`src/rtl/decode_ctrl_stage.sv`:
```
// decode_ctrl_stage: decodes RV32 R-type and I-type ALU instructions into ALU
// control, register-write, operand-select and immediate fields. The result is
// held in a one-entry valid/ready output stage between fetch and execute.
//
// Optional feature macro: DECODE_MUL_EN
//   defined   -> MUL (funct7=1, funct3=0) is decoded and holds the stage for
//                MUL_LATENCY cycles before it is presented.
//   undefined -> every funct7=1 encoding is illegal; the stage is latency-1.
//
// Parameters:
//   ALU_CTRL_W  - width of alu_control (>= 4)
//   MUL_LATENCY - cycles from MUL acceptance to out_valid (>= 2)
//
// Ports:
//   clk, rst_n        - clock (rising edge), async active-low reset
//   flush             - synchronous flush; drops held/pending work
//   in_valid/in_ready - input handshake; instr is the RV32 word
//   out_valid/out_ready - output handshake toward execute
//   alu_control, regwrite_control, alusrc_imm, imm, rd, rs1, rs2, illegal
//                     - registered decoded payload
module decode_ctrl_stage #(
  parameter int unsigned ALU_CTRL_W  = 4,
  parameter int unsigned MUL_LATENCY = 4
) (
  input  logic                  clk,
  input  logic                  rst_n,
  input  logic                  flush,
  input  logic                  in_valid,
  output logic                  in_ready,
  input  logic [31:0]           instr,
  output logic                  out_valid,
  input  logic                  out_ready,
  output logic [ALU_CTRL_W-1:0] alu_control,
  output logic                  regwrite_control,
  output logic                  alusrc_imm,
  output logic [31:0]           imm,
  output logic [4:0]            rd,
  output logic [4:0]            rs1,
  output logic [4:0]            rs2,
  output logic                  illegal
);

  // Parameter sanity checks at elaboration time
  if (ALU_CTRL_W < 4) begin : g_bad_alu_w
    $error("decode_ctrl_stage: ALU_CTRL_W must be at least 4");
  end
  if (MUL_LATENCY < 2) begin : g_bad_mul_lat
    $error("decode_ctrl_stage: MUL_LATENCY must be at least 2");
  end

  localparam logic [6:0] OPC_R   = 7'b0110011;
  localparam logic [6:0] OPC_I   = 7'b0010011;
  localparam logic [6:0] F7_BASE = 7'd0;
  localparam logic [6:0] F7_ALT  = 7'd32;

  localparam logic [3:0] OP_AND  = 4'b0000;
  localparam logic [3:0] OP_OR   = 4'b0001;
  localparam logic [3:0] OP_ADD  = 4'b0010;
  localparam logic [3:0] OP_SLL  = 4'b0011;
  localparam logic [3:0] OP_SUB  = 4'b0100;
  localparam logic [3:0] OP_SRL  = 4'b0101;
  localparam logic [3:0] OP_XOR  = 4'b0111;
  localparam logic [3:0] OP_SRA  = 4'b1000;
  localparam logic [3:0] OP_SLT  = 4'b1001;
  localparam logic [3:0] OP_SLTU = 4'b1010;

`ifdef DECODE_MUL_EN
  localparam logic [6:0]  F7_MUL = 7'd1;
  localparam logic [3:0]  OP_MUL = 4'b0110;
  localparam int unsigned CNT_W  = (MUL_LATENCY > 2) ? $clog2(MUL_LATENCY) : 1;
`endif

  typedef enum logic [1:0] {
    ST_EMPTY = 2'd0,
    ST_FULL  = 2'd1,
    ST_MUL   = 2'd2
  } state_t;

  state_t state;

  logic [6:0]  opcode;
  logic [2:0]  funct3;
  logic [6:0]  funct7;
  logic        dec_legal;
  logic        dec_shift;
  logic        dec_src;
  logic [3:0]  dec_code;
  logic [31:0] dec_imm;
  logic        accept;

`ifdef DECODE_MUL_EN
  logic             dec_mul;
  logic [CNT_W-1:0] cnt;
`endif

  assign opcode = instr[6:0];
  assign funct3 = instr[14:12];
  assign funct7 = instr[31:25];

  // ALU code for the funct7=0 flavour of each funct3
  function automatic logic [3:0] base_code(input logic [2:0] f3);
    case (f3)
      3'd0:    base_code = OP_ADD;
      3'd1:    base_code = OP_SLL;
      3'd2:    base_code = OP_SLT;
      3'd3:    base_code = OP_SLTU;
      3'd4:    base_code = OP_XOR;
      3'd5:    base_code = OP_SRL;
      3'd6:    base_code = OP_OR;
      default: base_code = OP_AND;
    endcase
  endfunction

  // Instruction decode; illegal encodings force zeroed control fields
  always_comb begin
    dec_legal = 1'b0;
    dec_shift = 1'b0;
    dec_src   = 1'b0;
    dec_code  = OP_AND;
    dec_imm   = 32'd0;
`ifdef DECODE_MUL_EN
    dec_mul   = 1'b0;
`endif
    case (opcode)
      OPC_R: begin
        if (funct7 == F7_BASE) begin
          dec_legal = 1'b1;
          dec_code  = base_code(funct3);
        end else if (funct7 == F7_ALT && funct3 == 3'd0) begin
          dec_legal = 1'b1;
          dec_code  = OP_SUB;
        end else if (funct7 == F7_ALT && funct3 == 3'd5) begin
          dec_legal = 1'b1;
          dec_code  = OP_SRA;
        end
`ifdef DECODE_MUL_EN
        else if (funct7 == F7_MUL && funct3 == 3'd0) begin
          dec_legal = 1'b1;
          dec_mul   = 1'b1;
          dec_code  = OP_MUL;
        end
`endif
      end
      OPC_I: begin
        // Only shifts carry funct7; other I-type ops ignore it
        dec_shift = (funct3 == 3'd1) || (funct3 == 3'd5);
        if (funct3 == 3'd1) begin
          dec_legal = (funct7 == F7_BASE);
        end else if (funct3 == 3'd5) begin
          dec_legal = (funct7 == F7_BASE) || (funct7 == F7_ALT);
        end else begin
          dec_legal = 1'b1;
        end
        dec_code = (funct3 == 3'd5 && funct7 == F7_ALT) ? OP_SRA : base_code(funct3);
        if (dec_legal) begin
          dec_src = 1'b1;
          dec_imm = dec_shift ? {27'd0, instr[24:20]} : {{20{instr[31]}}, instr[31:20]};
        end
      end
      default: ;
    endcase
    if (!dec_legal) begin
      dec_code = OP_AND;
    end
  end

  assign in_ready  = !flush && (state == ST_EMPTY || (state == ST_FULL && out_ready));
  assign out_valid = (state == ST_FULL);
  assign accept    = in_valid && in_ready;

  // Stage FSM and payload register; flush overrides everything but reset
  always_ff @(posedge clk or negedge rst_n) begin
    if (!rst_n) begin
      state            <= ST_EMPTY;
      alu_control      <= '0;
      regwrite_control <= 1'b0;
      alusrc_imm       <= 1'b0;
      imm              <= 32'd0;
      rd               <= 5'd0;
      rs1              <= 5'd0;
      rs2              <= 5'd0;
      illegal          <= 1'b0;
`ifdef DECODE_MUL_EN
      cnt              <= '0;
`endif
    end else if (flush) begin
      state            <= ST_EMPTY;
      alu_control      <= '0;
      regwrite_control <= 1'b0;
      alusrc_imm       <= 1'b0;
      imm              <= 32'd0;
      rd               <= 5'd0;
      rs1              <= 5'd0;
      rs2              <= 5'd0;
      illegal          <= 1'b0;
`ifdef DECODE_MUL_EN
      cnt              <= '0;
`endif
    end else if (accept) begin
      alu_control      <= ALU_CTRL_W'(dec_code);
      regwrite_control <= dec_legal;
      alusrc_imm       <= dec_src;
      imm              <= dec_imm;
      rd               <= instr[11:7];
      rs1              <= instr[19:15];
      rs2              <= instr[24:20];
      illegal          <= !dec_legal;
`ifdef DECODE_MUL_EN
      // MUL waits in ST_MUL; counter reaches 0 one cycle before presentation
      state            <= dec_mul ? ST_MUL : ST_FULL;
      cnt              <= dec_mul ? CNT_W'(MUL_LATENCY - 2) : '0;
`else
      state            <= ST_FULL;
`endif
    end else begin
      case (state)
        ST_FULL: begin
          if (out_ready) begin
            state <= ST_EMPTY;
          end
        end
`ifdef DECODE_MUL_EN
        ST_MUL: begin
          if (cnt != '0) begin
            cnt <= cnt - CNT_W'(1);
          end else begin
            state <= ST_FULL;
          end
        end
`endif
        default: ;
      endcase
    end
  end

endmodule

```
`config.mk`:
```
export PLATFORM = sky130hd
export DESIGN_NAME = decode_ctrl_stage
export DESIGN_NICKNAME = d
export VERILOG_FILES = /design/src/rtl/decode_ctrl_stage.sv
export SDC_FILE = /design/constraint.sdc
export NUM_CORES = 1
export LEC_CHECK = 0
export ABC_AREA = 1
export CAP_MARGIN = 15
export CORE_MARGIN = 4
export CORE_UTILIZATION = 42
export CTS_CLUSTER_DIAMETER = 30
export DETAILED_ROUTE_END_ITERATION = 16
export HOLD_SLACK_MARGIN = 0.12
export PLACE_DENSITY = 0.85
export SETUP_SLACK_MARGIN = 0.15
export SLEW_MARGIN = 20
export SYNTH_ARGS = -nofsm -noshare
export SYNTH_HDL_FRONTEND = slang
export SYNTH_SLANG_ARGS = --single-unit
```
`constraint.sdc`:
```
create_clock -name clk -period 2.6 [get_ports clk]
set_input_delay 0.26 -clock clk [delete_from_list [all_inputs] [get_ports clk]]
set_output_delay 0.26 -clock clk [all_outputs]
set_load 0.01 [all_outputs]
```
==> impl_metrics.env, run 1 <==
export IMPL_setup_violations=0
export IMPL_routed_wl_mm=4.11
export IMPL_p_seq_frac=0.513
export IMPL_die_w_um=72.4
export IMPL_crit_buf_inv=1
export IMPL_detail_route_antenna_nets=0
export IMPL_cts_buffers=5
export IMPL_grt_pass1_vias=1457
export IMPL_ff2ff_setup_slack_ns=1.13
export IMPL_route_detailed_drc=0
export IMPL_synth_cells=199
export IMPL_synth_top_family_by_area="simple AND/OR/NAND/NOR gates"
export IMPL_dp_slack_ns=0.734
export IMPL_fin_util=0.656
export IMPL_path_max_fanout=22
export IMPL_yosysSeqAreaShare=0.504
export IMPL_fin_worst_skew_ns=0.00423
export IMPL_slowest_stage="dfrtp_1"
export IMPL_yosys_register_bits=35
export IMPL_slew_viol_final=0
export IMPL_status="completed"
export IMPL_p_sw_frac=0.237
export IMPL_rows=23
export IMPL_cp_endpoint="imm[17]"
export IMPL_drtIter0Drc=82
export IMPL_io_pins=93
export IMPL_htreeDepth=2
export IMPL_fin_area_mm2=0.00262
export IMPL_fp_dieH_um=72.4
export IMPL_dieArea_mm2=0.00523
export IMPL_avgSynthCellArea_um2=8.74
export IMPL_timing_rr_end="imm[10]"
export IMPL_cts_hold_buf=0
export IMPL_postCtsSetupBuffers=0
export IMPL_post_route_min_period_ns=1.85
export IMPL_insertion_delay_ns=0.27
export IMPL_synth_fa_ha_area_frac=0
export IMPL_crit_start="imm[30]"
export IMPL_worst_pin_slew_ns=0.525
export IMPL_crit_required_ns=2.34
export IMPL_grt_pass1_wl_mm=6.63
export IMPL_fin_crit_sh=0.711
export IMPL_core_area_mm2=0.00400
export IMPL_worst_setup_path_type="reg -> out"
export IMPL_p_int_mw=0.855
export IMPL_first_pass_iters=4
export IMPL_synthMuxAreaShare=0
export IMPL_vias=1516
export IMPL_postCtsResizedCells=0
export IMPL_cts_clk_slew_worst_paths_ns=0.07
export IMPL_area_growth_pct=50.8
export IMPL_timing_rr_start="state[0]"
export IMPL_grtUsageTotal=0.160
export IMPL_via_per_inst=4.66
export IMPL_dpl_cell_area_mm2=0.00254
export IMPL_maxCapViolations=0
export IMPL_crit_chain="clkdlybuf4s50_1"
export IMPL_combPwrFrac=0.164
export IMPL_n_antenna_cell=0
export IMPL_p_sw_mw=0.265
export IMPL_p_per_area_mw_per_mm2=427
export IMPL_pwr_share_clk=0.323
export IMPL_synth_area_mm2=0.00174
export IMPL_min_path_type="in -> async"
export IMPL_cts_tree="built"
export IMPL_rsz0062_at_grt="false"
export IMPL_antenna_found_initial=0
export IMPL_cts_buffer_depth=2
export IMPL_initial_core_util=0.435
export IMPL_place_gp_congestion=0.751
export IMPL_setup_ws_ns=0.751
export IMPL_wl_per_cell_um=12.6
export IMPL_cp_start_kind="flop"
export IMPL_max_freq_ghz=0.541
export IMPL_portBuffers=92
export IMPL_synth_warnings=0
export IMPL_arrival_ns=1.59
export IMPL_hold_violations=0
export IMPL_drive_gt1_frac=0.0800
export IMPL_p_leak_nw=1.22
export IMPL_synth_compound_area_frac=0.106
export IMPL_peakVddDrop_mv=0.295
export IMPL_num_nets_final=311
export IMPL_cts_num_sinks=35
export IMPL_dp_hpwl_mm=3.22
export IMPL_ys_types=20
export IMPL_critPathCaptureType="output pin"
export IMPL_overflow=0
export IMPL_critPathMaxStageDelay_ns=0.67
export IMPL_num_fill_cells=333
export IMPL_clockRootBuffer="clkbuf_8"
export IMPL_slew_headroom=0.650
export IMPL_path_depth=1
export IMPL_synth_simple_gate_area_frac=0.247
export IMPL_grt_max_degree=36
export IMPL_tns_ns=0
export IMPL_synthesis_nets=236
export IMPL_crit_family="flip-flops"
export IMPL_synth_xor_area_frac=0
export IMPL_worst_r2r_cell_count=7
[how the worst min path moves through the flow]
stage | endpoint | cells after the start
after floorplan | alu_control[0] | 0
after global placement | rs2[3] | 2
after detailed placement | rs2[0] | 2
after CTS | rd[4] | 2
after global routing | rs1[0] | 2
final | rs1[0] | 2
[final cells by class]
type                       count  area (um2)  area share
clock buffer                   7        76.3      0.0291
clock inverter                 1        5.00     0.00191
inverter                      16        60.1      0.0229
multi-input combinational    123         614       0.234
sequential                    35         876       0.334
tap                           50        62.6      0.0239
timing repair buffer          93         928       0.354
[routing by layer]
metal | share of wire | vias to the layer above | global-route usage
met2 | 0.50 | 51 | 0.269
met1 | 0.42 | 692 | 0.208
met4 | 0.0066 | 0 | 0.0438
met3 | 0.064 | 2 | 0.0346
met5 | 0 | - | 0
li1 | - | 771 | -
[placed cells by master (no fill, tap or decap), types with 2 or more instances in the layout]
cell and instances:
inv_2 3, o21ai_0 12, a22o_1 10, clkdlybuf4s50_1 92, nand4_1 3, inv_1 13, nand2_4 2, a21oi_1 2
o21ai_1 4, nand2_1 59, dfrtp_1 35, clkbuf_1 2, clkbuf_8 5, nor2_4 3, nor2_2 3, nand2_2 4
nor2_1 9, nand3_1 10
[logic make-up (layout without fill, tap and decap cells)]
family,count (synthesis),in the layout
buffers and inverters,41,117
flip-flops,35,35
AO/OA/AOI/OAI,29,29
AND/OR/NAND/NOR,94,94
[power groups by stage]
stage	registers, mW	clock network, mW	logic [mW]
floorplan	0.594	0	0.0584
global placement	0.585	0	0.184
detailed placement	0.585	0	0.187
CTS	0.575	0.375	0.187
global route	0.577	0.395	0.201
finish	0.575	0.362	0.184
[synthesized netlist by cell type]
cell,number,area share
nand2_1,59,0.13
dfrtp_1,35,0.50
buf_4,23,0.099
inv_1,13,0.028
o21ai_0,12,0.035
a22o_1,10,0.050
nand3_1,10,0.029
nor2_1,9,0.019
nand2_2,4,0.014
o21ai_1,4,0.012
inv_2,3,0.0065
nand4_1,3,0.011
nor2_2,3,0.011
nor2_4,3,0.019
a21oi_1,2,0.0058
nand2_4,2,0.013
a21o_1,1,0.0043
buf_2,1,0.0029
buf_6,1,0.0065
nor3_1,1,0.0029
[metrics by stage]
step	cells	hold slack [ns]	power [mW]
finish	325	0.393	1.12
global route	325	0.432	1.17
CTS	325	0.409	1.14
detailed placement	317	0.460	0.772
global placement	317	0.453	0.769
floorplan	199	-0.0356	0.652
[registers in the layout, indices dropped and copies added, names as in the netlist]
signal / flops
imm: 12
state: 1
rd: 5
rs2: 5
regwrite_control: 1
alu_control: 4
rs1: 5
alusrc_imm: 1
illegal: 1
Power figures use the tool's default switching activity.
==> run 2: changes to the inputs <==
- CORE_UTILIZATION: 42 -> 35
- PLACE_DENSITY: 0.85 -> 0.76
- clock period: 2.6 -> 1.6 ns (I/O delays scaled with it)
==> run 2 against run 1 <==
- count of clock-buffer cells in the layout shrank 1
- highest routed layer unchanged
- critical endpoint is now illegal
- final cell count grew 7.1%
- sequential share of layout area shrank 1.4 points
- utilization shrank 8.0 points
- total power grew 96%
- setup slack lost 0.52 ns
- first-iteration DRC count shrank 21%
==> impl_metrics.env, run 2 (synthesis results as in run 1) <==
export IMPL_min_path_type="in -> async"
export IMPL_cts_buffers=5
export IMPL_slew_headroom=0.706
export IMPL_via_per_inst=4.55
export IMPL_num_fill_cells=458
export IMPL_critPathMaxStageDelay_ns=0.56
export IMPL_routed_wl_mm=4.47
export IMPL_cts_tree="built"
export IMPL_crit_buf_inv=1
export IMPL_setup_ws_ns=0.235
export IMPL_io_pins=93
export IMPL_vias=1585
export IMPL_portBuffers=92
export IMPL_cts_num_sinks=35
export IMPL_ff_latch_area_um2=876
export IMPL_final_common_cell="clkdlybuf4s50_1"
export IMPL_multiInputGateArea_um2=614
export IMPL_grt_pass1_vias=1577
export IMPL_grtUsageTotal=0.154
export IMPL_dp_hpwl_mm=3.47
export IMPL_cts_buffer_depth=2
export IMPL_crit_required_ns=1.44
export IMPL_path_max_fanout=2
export IMPL_hold_violations=0
export IMPL_fin_crit_sh=0.853
export IMPL_wl_per_cell_um=12.8
export IMPL_crit_family="buffers and inverters"
export IMPL_largest_register_ffs=12
export IMPL_most_common_layout_cells="clkdlybuf4s50_1 (70), nand2_1 (59), dfrtp_1 (35), dlygate4sd2_1 (21)"
export IMPL_drive_gt1_frac=0.107
export IMPL_ff2ff_setup_slack_ns=0.33
export IMPL_detail_route_antenna_nets=0
export IMPL_p_per_area_mw_per_mm2=802
export IMPL_power_mw=2.19
export IMPL_arrival_ns=1.21
export IMPL_route_detailed_drc=0
export IMPL_slew_viol_final=0
export IMPL_place_gp_congestion=0.843
export IMPL_dp_slack_ns=-0.0383
export IMPL_dp_cells=340
export IMPL_core_area_mm2=0.00475
export IMPL_cp_start_kind="flop"
export IMPL_fin_worst_skew_ns=0.00939
export IMPL_final_cells=348
export IMPL_grt_pass1_wl_mm=7.53
export IMPL_antenna_found_initial=0
export IMPL_worst_pin_slew_ns=0.441
export IMPL_slowest_stage="clkdlybuf4s50_1"
export IMPL_critPathCaptureType="output pin"
export IMPL_first_pass_iters=4
export IMPL_max_freq_ghz=0.733
export IMPL_setup_violations=0
export IMPL_clockRootBuffer="clkbuf_8"
export IMPL_regMostFlops="imm"
export IMPL_peakVddDrop_mv=0.458
export IMPL_fp_dieH_um=78.5
export IMPL_status="completed"
export IMPL_crit_chain="clkdlybuf4s50_1"
export IMPL_rsz0062_at_grt="false"
export IMPL_initial_core_util=0.366
export IMPL_grt_max_degree=36
export IMPL_num_nets_final=317
export IMPL_insertion_delay_ns=0.29
export IMPL_cts_clk_slew_worst_paths_ns=0.07
export IMPL_n_antenna_cell=0
export IMPL_htreeDepth=2
export IMPL_drtIter0Drc=65
export IMPL_dieArea_mm2=0.00616
export IMPL_die_w_um=78.5
export IMPL_p_leak_nw=1.40
export IMPL_overflow=0
export IMPL_maxCapViolations=0
export IMPL_area_growth_pct=57.3
export IMPL_rows=25
export IMPL_post_route_min_period_ns=1.37
export IMPL_worst_setup_path_type="reg -> out"
run 2: path summary, 6_finish.rpt:
path,from,end,cells after the start
setup / recovery,illegal,illegal,1
hold / removal,rst_n,rd[3],2
setup reg to reg,state[0],rs1[2],8
hold reg to reg,rs2[0],rs2[0],2
max in group asynchronous,rst_n,imm[10],2
min in group clk,instr[24],rs2[4],3
run 2: what timing repair did:
action / CTS / global route
endpoints found under the hold margin: 0 / 0
setup endpoints to repair: 22 / 5
setup buffers: 0 / 0
resized for setup: 22 / 3
hold buffers: 0 / 0
run 2: metal layers:
| layer | routed length (um) | vias to the layer above | GRT usage |
|---|---|---|---|
| met5 | 0 | - | 0 |
| met4 | 76 | 0 | 0.0524 |
| met3 | 385 | 10 | 0.0573 |
| met2 | 2220 | 63 | 0.262 |
| met1 | 1780 | 731 | 0.177 |
| li1 | - | 781 | - |
run 2: layout make-up:
| type | instances | area share |
|---|---|---|
| flip-flops and latches | 35 | 0.320 |
| multi-input cells | 123 | 0.225 |
| well taps | 67 | 0.0306 |
| repair buffers | 99 | 0.353 |
| inverters | 16 | 0.0229 |
| clock buffers | 6 | 0.0265 |
| clock inverters | 2 | 0.0220 |
run 2: per-stage QoR:
step / TNS (ns) / hold WS (ns) / instance area, um2 / util
finish: 0 / 0.282 / 2740 / 0.575
global route: 0 / 0.325 / 2740 / 0.575
CTS: 0 / 0.298 / 2730 / 0.574
detailed placement: -0.0530 / 0.462 / 2620 / 0.551
global placement: 0 / 0.454 / 2620 / 0.551
floorplan: 0 / -0.136 / 1740 / -
run 2: report_power, final:
part           switching [mW]  internal, mW  total (mW)  leakage, nW
Sequential             0.0172         0.916       0.933        0.476
Clock                   0.319         0.623       0.942       0.0654
Combinational           0.139         0.181       0.320        0.855
Total                   0.475          1.72        2.19         1.40
